`src/rtl/multi_debounce.sv`:
```
// Per-channel synchronise + debounce of bouncy inputs, with edge pulses and a long-press "held" flag.
// Every channel is independent; all outputs are registered.
module multi_debounce #(
   parameter int CHANNELS      = 4,
   parameter int SYNC_STAGES   = 2,
   parameter int STABLE_CYCLES = 16384,
   parameter int HOLD_CYCLES   = 50000000,
   parameter bit RESET_LEVEL   = 1'b0
) (
   input  logic                clk,
   input  logic                rst_n,
   input  logic [CHANNELS-1:0] bouncy_in,
   output logic [CHANNELS-1:0] clean_out,
   output logic [CHANNELS-1:0] rise_pulse,
   output logic [CHANNELS-1:0] fall_pulse,
   output logic [CHANNELS-1:0] held,
   output logic [CHANNELS-1:0] held_pulse
);

   localparam int SW = $clog2(STABLE_CYCLES + 1);
   localparam int HW = $clog2(HOLD_CYCLES + 1);
   localparam logic [SW-1:0] STABLE_LAST = SW'(STABLE_CYCLES - 1);
   localparam logic [HW-1:0] HOLD_MAX    = HW'(HOLD_CYCLES);

   for (genvar c = 0; c < CHANNELS; c++) begin : g_ch
      logic [SYNC_STAGES-1:0] sync_q;
      logic                   sync;
      logic [SW-1:0]          stab_q, stab_d;
      logic [HW-1:0]          hold_q, hold_d;
      logic                   clean_q, clean_d;
      logic                   held_q, held_d;
      logic                   rise_q, fall_q, held_pulse_q;

      assign sync = sync_q[SYNC_STAGES-1];

      always_comb begin
         stab_d  = '0;
         clean_d = clean_q;
         if (sync != clean_q) begin
            if (stab_q == STABLE_LAST) begin
               clean_d = sync;
            end else begin
               stab_d = stab_q + 1'b1;
            end
         end
         // Counting only while high before and after this edge, so a fall drops held on the fall edge.
         hold_d = '0;
         if (clean_q && clean_d) begin
            hold_d = (hold_q == HOLD_MAX) ? hold_q : hold_q + 1'b1;
         end
         held_d = (hold_d == HOLD_MAX);
      end

      always_ff @(posedge clk or negedge rst_n) begin
         if (!rst_n) begin
            sync_q       <= {SYNC_STAGES{RESET_LEVEL}};
            stab_q       <= '0;
            hold_q       <= '0;
            clean_q      <= RESET_LEVEL;
            held_q       <= 1'b0;
            rise_q       <= 1'b0;
            fall_q       <= 1'b0;
            held_pulse_q <= 1'b0;
         end else begin
            sync_q       <= {sync_q[SYNC_STAGES-2:0], bouncy_in[c]};
            stab_q       <= stab_d;
            hold_q       <= hold_d;
            clean_q      <= clean_d;
            held_q       <= held_d;
            rise_q       <= clean_d & ~clean_q;
            fall_q       <= ~clean_d & clean_q;
            held_pulse_q <= held_d & ~held_q;
         end
      end

      assign clean_out[c]  = clean_q;
      assign rise_pulse[c] = rise_q;
      assign fall_pulse[c] = fall_q;
      assign held[c]       = held_q;
      assign held_pulse[c] = held_pulse_q;
   end

endmodule

```
`config.mk`:
```
export PLATFORM = sky130hd
export DESIGN_NAME = multi_debounce
export DESIGN_NICKNAME = d
export VERILOG_FILES = /design/src/rtl/multi_debounce.sv
export SDC_FILE = /design/constraint.sdc
export NUM_CORES = 1
export LEC_CHECK = 0
export ABC_AREA = 1
export BUFFER_PORTS_ARGS = -buffer_cell sky130_fd_sc_hd__buf_2
export CAP_MARGIN = 20
export CORE_MARGIN = 4
export CORE_UTILIZATION = 50
export CTS_BUF_LIST = sky130_fd_sc_hd__clkbuf_8
export DETAILED_ROUTE_END_ITERATION = 6
export PLACE_DENSITY = 0.69
export SETUP_SLACK_MARGIN = 0.5
export SYNTH_ARGS = -nofsm -noshare
export SYNTH_HDL_FRONTEND = slang
export SYNTH_SLANG_ARGS = --single-unit
```
`constraint.sdc`:
```
create_clock -name clk -period 2 [get_ports clk]
set_clock_uncertainty 0.15 [all_clocks]
set_input_delay 0.3 -clock clk [delete_from_list [all_inputs] [get_ports clk]]
set_output_delay 0.3 -clock clk [all_outputs]
set_load 0.005 [all_outputs]
```
After elaboration in Yosys (flattened, before gate mapping)
Index checks and enable logic that the tools add are counted.

operators by class
  bitwise logic cells = 24
  add/sub/neg operators = 8
  reduce and logical (&&, ||, !) cells = 4
  muxes and demuxes = 24
  eq/ne operators = 16

operator list
  cell                   count
  $eq 26x26->1 const B   8
  $mux 26                8
  $mux 15                8
  $add 26x1->26 const B  4
  $add 15x1->15 const B  4
  $eq 15x14->1 const B   4
  $and 1x1->1            12
  $not 1->1              12
  $mux 1                 8
  $logic_and 1x1->1      4
  $ne 1x1->1             4

storage, ports and cells
  logic and storage cells = 108
  output and inout bits = 20
  bits of input ports = 6
  bits in registers = 192

Depth between registers and ports, before layout
  depth in word-level cells = 7
  mapped depth = 15
  depth with buffers taken out = 15

Worst setup path after synthesis
No wires, ideal clock.

  path type = register -> register
  start = reg g_ch[3].stab_q[0]
  end = reg g_ch[3].held_pulse_q
  data required time = 1770 ps
  stages on the path, launching flop included = 12
  setup time = 80 ps
  slack = 30 ps
  period minus slack after synthesis = 1970 ps
  arrival time = 1740 ps
  buffers on the path = 1
  path through = dfrtp_1 > ha_1 > nand2_1 > nor2_2 > nand2_4 > nor2_4 > a21oi_2 > buf_6 > nand2_1 > nor3_1 > nand3_1 > nor3_2

on the way
  cells in the longest elaborated chain, start to end = 7

ends and longest elaborated chain
  item                    line  RTL
  start, declared         28    logic [SW-1:0] stab_q, stab_d;
  start signal, assigned  66    stab_q <= stab_d;
  $eq 15x14->1            40    if (stab_q == STABLE_LAST) begin
  $mux 1                  40
  $mux 1                  39    if (sync != clean_q) begin
  $logic_and 1x1->1       48    if (clean_q && clean_d) begin
  $mux 26                 48
  $eq 26x26->1            51    held_d = (hold_d == HOLD_MAX);
  $and 1x1->1             72    held_pulse_q <= held_d & ~held_q;
  end signal, assigned    72
  end, declared           32    logic rise_q, fall_q, held_pulse_q;

No other way between the ends.

Worst setup path after layout
  start = reg g_ch[3].hold_q[0]
  end = reg g_ch[3].held_pulse_q

on the way
  cells in the longest elaborated chain, start to end = 5
  elaborated cells between the ends (all ways) = 6
  classes of those cells = add/sub: 1; eq/ne: 2; mux: 2; bitwise: 1

ends and longest elaborated chain
  item                                                  line  RTL
  start, declared                                       29    logic [HW-1:0] hold_q, hold_d;
  start signal, assigned                                67    hold_q <= hold_d;
  $add 26x1->26 / $eq 26x26->1 (equally long branches)  49    hold_d = (hold_q == HOLD_MAX) ? hold_q : hold_q + 1'b1;
  $mux 26 *                                             49
  $mux 26 *                                             48
  $eq 26x26->1 *                                        51
  $and 1x1->1 *                                         72

Every way passes the cells marked *; elsewhere a longest branch is shown, timed or not.

==> run summary <==
run status - complete, but fails checks
violated checks - negative setup slack
Yosys warnings - 0
P&R area growth vs syn - 56.78%
worst-path maximum fanout - 6
most frequent cell after synthesis - nand2_1
top cell type's share of synthesized area - 0.4378
worst min-delay path class - input port to async pin
Main synth FF type - dfrtp_1
crit path kind - register to register
share of total power in combinational logic - 0.042
largest net degree at the start of global routing - 54
startpoint types - register
PD cells - 392.9 nW/um2
maxcap violations - 0
Max Clk Rate - 415.9 MHz
synth unique cells - 41
die width - 156.2 um
top cells by count, synth - nand2_1, nor2_1, inv_1
Detailed Route Iter0 Violations - 1125
final setup fails - 34
crit end category - register
die area - 24380 um2
min Tclk post-route - 2.404 ns
top post-synthesis cells by area - dfrtp_1, nand2_1, nor2_1
row cnt - 53
GPL Wtd Cong - 0.9199
nets - 1898
share of layout cells above drive strength 1 - 0.4834
I/O pins - 26
asr flop ratio synth - 1.000
Global Route Usage Sum - 0.2566
switching portion of total power - 0.2631
die height - 156.2 um
Slew headroom - 0.6715
worst hold slack - 0.1831 ns
Static Leakage - 7.613 nW
Int Power - 4.981 mW
unrepaired setup endpoints after global routing - yes
Hold Fails Final Rpt - 0
Clk pwr share - 0.377
initial antenna violation count - 0
DRT antenna net count - 0
Pwr Total - 6.760 mW
Yosys reg bits - 192
Core Region - 21290 um2
Reg clk slew, reported paths - 0.12 ns
Port Buffers - 25
dpl ws - -0.1390 ns
Syn Std Cell Area - 10970 um2
Synth area leader - dfrtp_1
crit share post-route - 1.202
DR WL/cell - 17.38 um
H-tree depth - 4
total grt overflow - 0
Finished Layout Cells - 2168
Antenna diodes - 0
number of enable flip-flop cells after synthesis - 0
via density per instance - 5.526
sequential element share of the synthesized area - 0.4378
Syn Inst Count - 1491
CTS tree - built
total CTS buffers - 17
Starting Density - 0.5155
via count of the routed design - 11980
number of global-route vias before repair - 11030
# clock sinks - 192
Arrival @ worst endpoint - 2.68 ns
clk_lat worst skew - 0.49 ns
Final Slew Violations - 0
Root Buffer - clkbuf_8
FILL cells - 1149
Final WS setup - -0.4042 ns
Net Count, Synth - 1509
worst-margin pin slew - 0.4927 ns
DRT Pass-1 Iters - 7
Residual DRC - 0
Worst EP required - 2.27 ns
hpwl dp - 19420 um
Reg power frac - 0.581
placed cells - 1951
WL final - 37680 um
maximum clock path buffer count - 2
Mean Syn Cell Area - 7.360 um2
first-pass GRT wire length - 51540 um
Peak VDD IR - 351.6 uV
P_sw - 1.779 mW
-- state kept, by name, indices dropped and copies added, names as in the netlist --
signal and flops:
g_ch.held_pulse_q 4, g_ch.fall_q 4, g_ch.clean_q 4, g_ch.held_q 4, g_ch.stab_q 60, g_ch.sync_q 8, g_ch.rise_q 4, g_ch.hold_q 104
-- logic make-up after synthesis --
group	synth area share
simple gates	0.3678
xor+xnor	0.04857
buf+inv	0.08847
fa+ha+maj	0.01368
compound gates	0.04367
flops	0.4378
-- path summary, 6_finish.rpt --
check | from | to | slack, ns | cells past startpoint
max | g_ch[3].hold_q[0] | g_ch[3].held_pulse_q | -0.40 | 15
min | rst_n | g_ch[1].hold_q[7] | 0.18 | 2
max reg2reg | g_ch[3].hold_q[0] | g_ch[3].held_pulse_q | -0.40 | 15
min reg2reg | g_ch[2].sync_q[0] | g_ch[2].sync_q[1] | 0.21 | 0
max in group asynchronous | rst_n | g_ch[2].hold_q[1] | 0.85 | 3
min in group clk | g_ch[2].sync_q[0] | g_ch[2].sync_q[1] | 0.21 | 0
-- worst max-delay path, stage by stage, from the launching register on --
cell and delay [ns]:
dfrtp_2 0.46, buf_6 0.13, buf_12 0.11, ha_4 0.16, nand3_4 0.09, inv_2 0.06, nand2_4 0.11, buf_6 0.12
nor2_4 0.04, nand2_1 0.07, nand2_1 0.11, nand2_2 0.12, nand3_2 0.08, nor2_1 0.13, nand4_1 0.17, nor3_2 0.22
-- layout make-up --
cell class	instances	area (um2)	share of cell area
clock buffers	19	261.5	0.01520
well taps	275	344.1	0.02000
repair buffers	394	3558	0.2068
flip-flops and latches	192	4827	0.2806
multi-input cells	1072	7305	0.4245
clock inverters	13	123.9	0.007199
inverters	203	785.8	0.04567
-- stage by stage --
stage / util / TNS, ns / area, um2
finish: 0.8083 / -3.155 / 17210
global route: 0.8083 / -7.956 / 17210
CTS: 0.7308 / -0.3518 / 15560
detailed placement: 0.6143 / -0.5555 / 13080
global placement: 0.6143 / -0.3512 / 13080
floorplan: - / 0 / 11370
-- power by group through the flow --
stage / Combinational [mW] / Clock, mW / Sequential (mW)
3_5_place_dp: 0.197 / 0 / 4.00
5_1_grt: 0.313 / 2.75 / 3.93
4_1_cts: 0.240 / 2.56 / 3.92
6_report: 0.283 / 2.55 / 3.93
3_3_place_gp: 0.194 / 0 / 4.00
2_1_floorplan: 0.0611 / 0 / 4.00
-- layout by cell type, fill, tap and decap left out, types with 10 or more instances in the layout --
cell	count
nor2_1	176
nor3_2	20
inv_2	49
nor3_4	12
dfrtp_1	174
xnor2_1	13
nand4_1	23
nand3_1	65
a21oi_1	15
nand2_1	290
nor2_2	85
inv_1	143
nor3_1	12
buf_2	23
dfrtp_2	18
nand3_2	31
buf_6	105
nand2_2	53
nand3_4	14
a211oi_2	10
xor2_1	29
nor2_4	90
buf_4	241
a21oi_2	19
buf_12	13
clkbuf_8	20
nand2_4	23
xor2_2	12
-- layer usage --
metal  up-vias  GRT usage  wire length (um)
met5         -          0                 0
met4         0    0.07727              1508
met3       194    0.03634              2360
met2       588     0.4361             18930
met1      5764     0.3435             14890
li1       5434          -                 -
-- repair_timing --
action / in CTS / in global routing
setup buffers: 90 / 83
gates cloned: 7 / 0
setup endpoints to repair: 170 / 190
hold endpoints to repair: 52 / 0
hold buffers: 5 / 0
pin swaps: 98 / 93
gates resized for setup: 327 / 281
(Power assumes the default switching activity.)
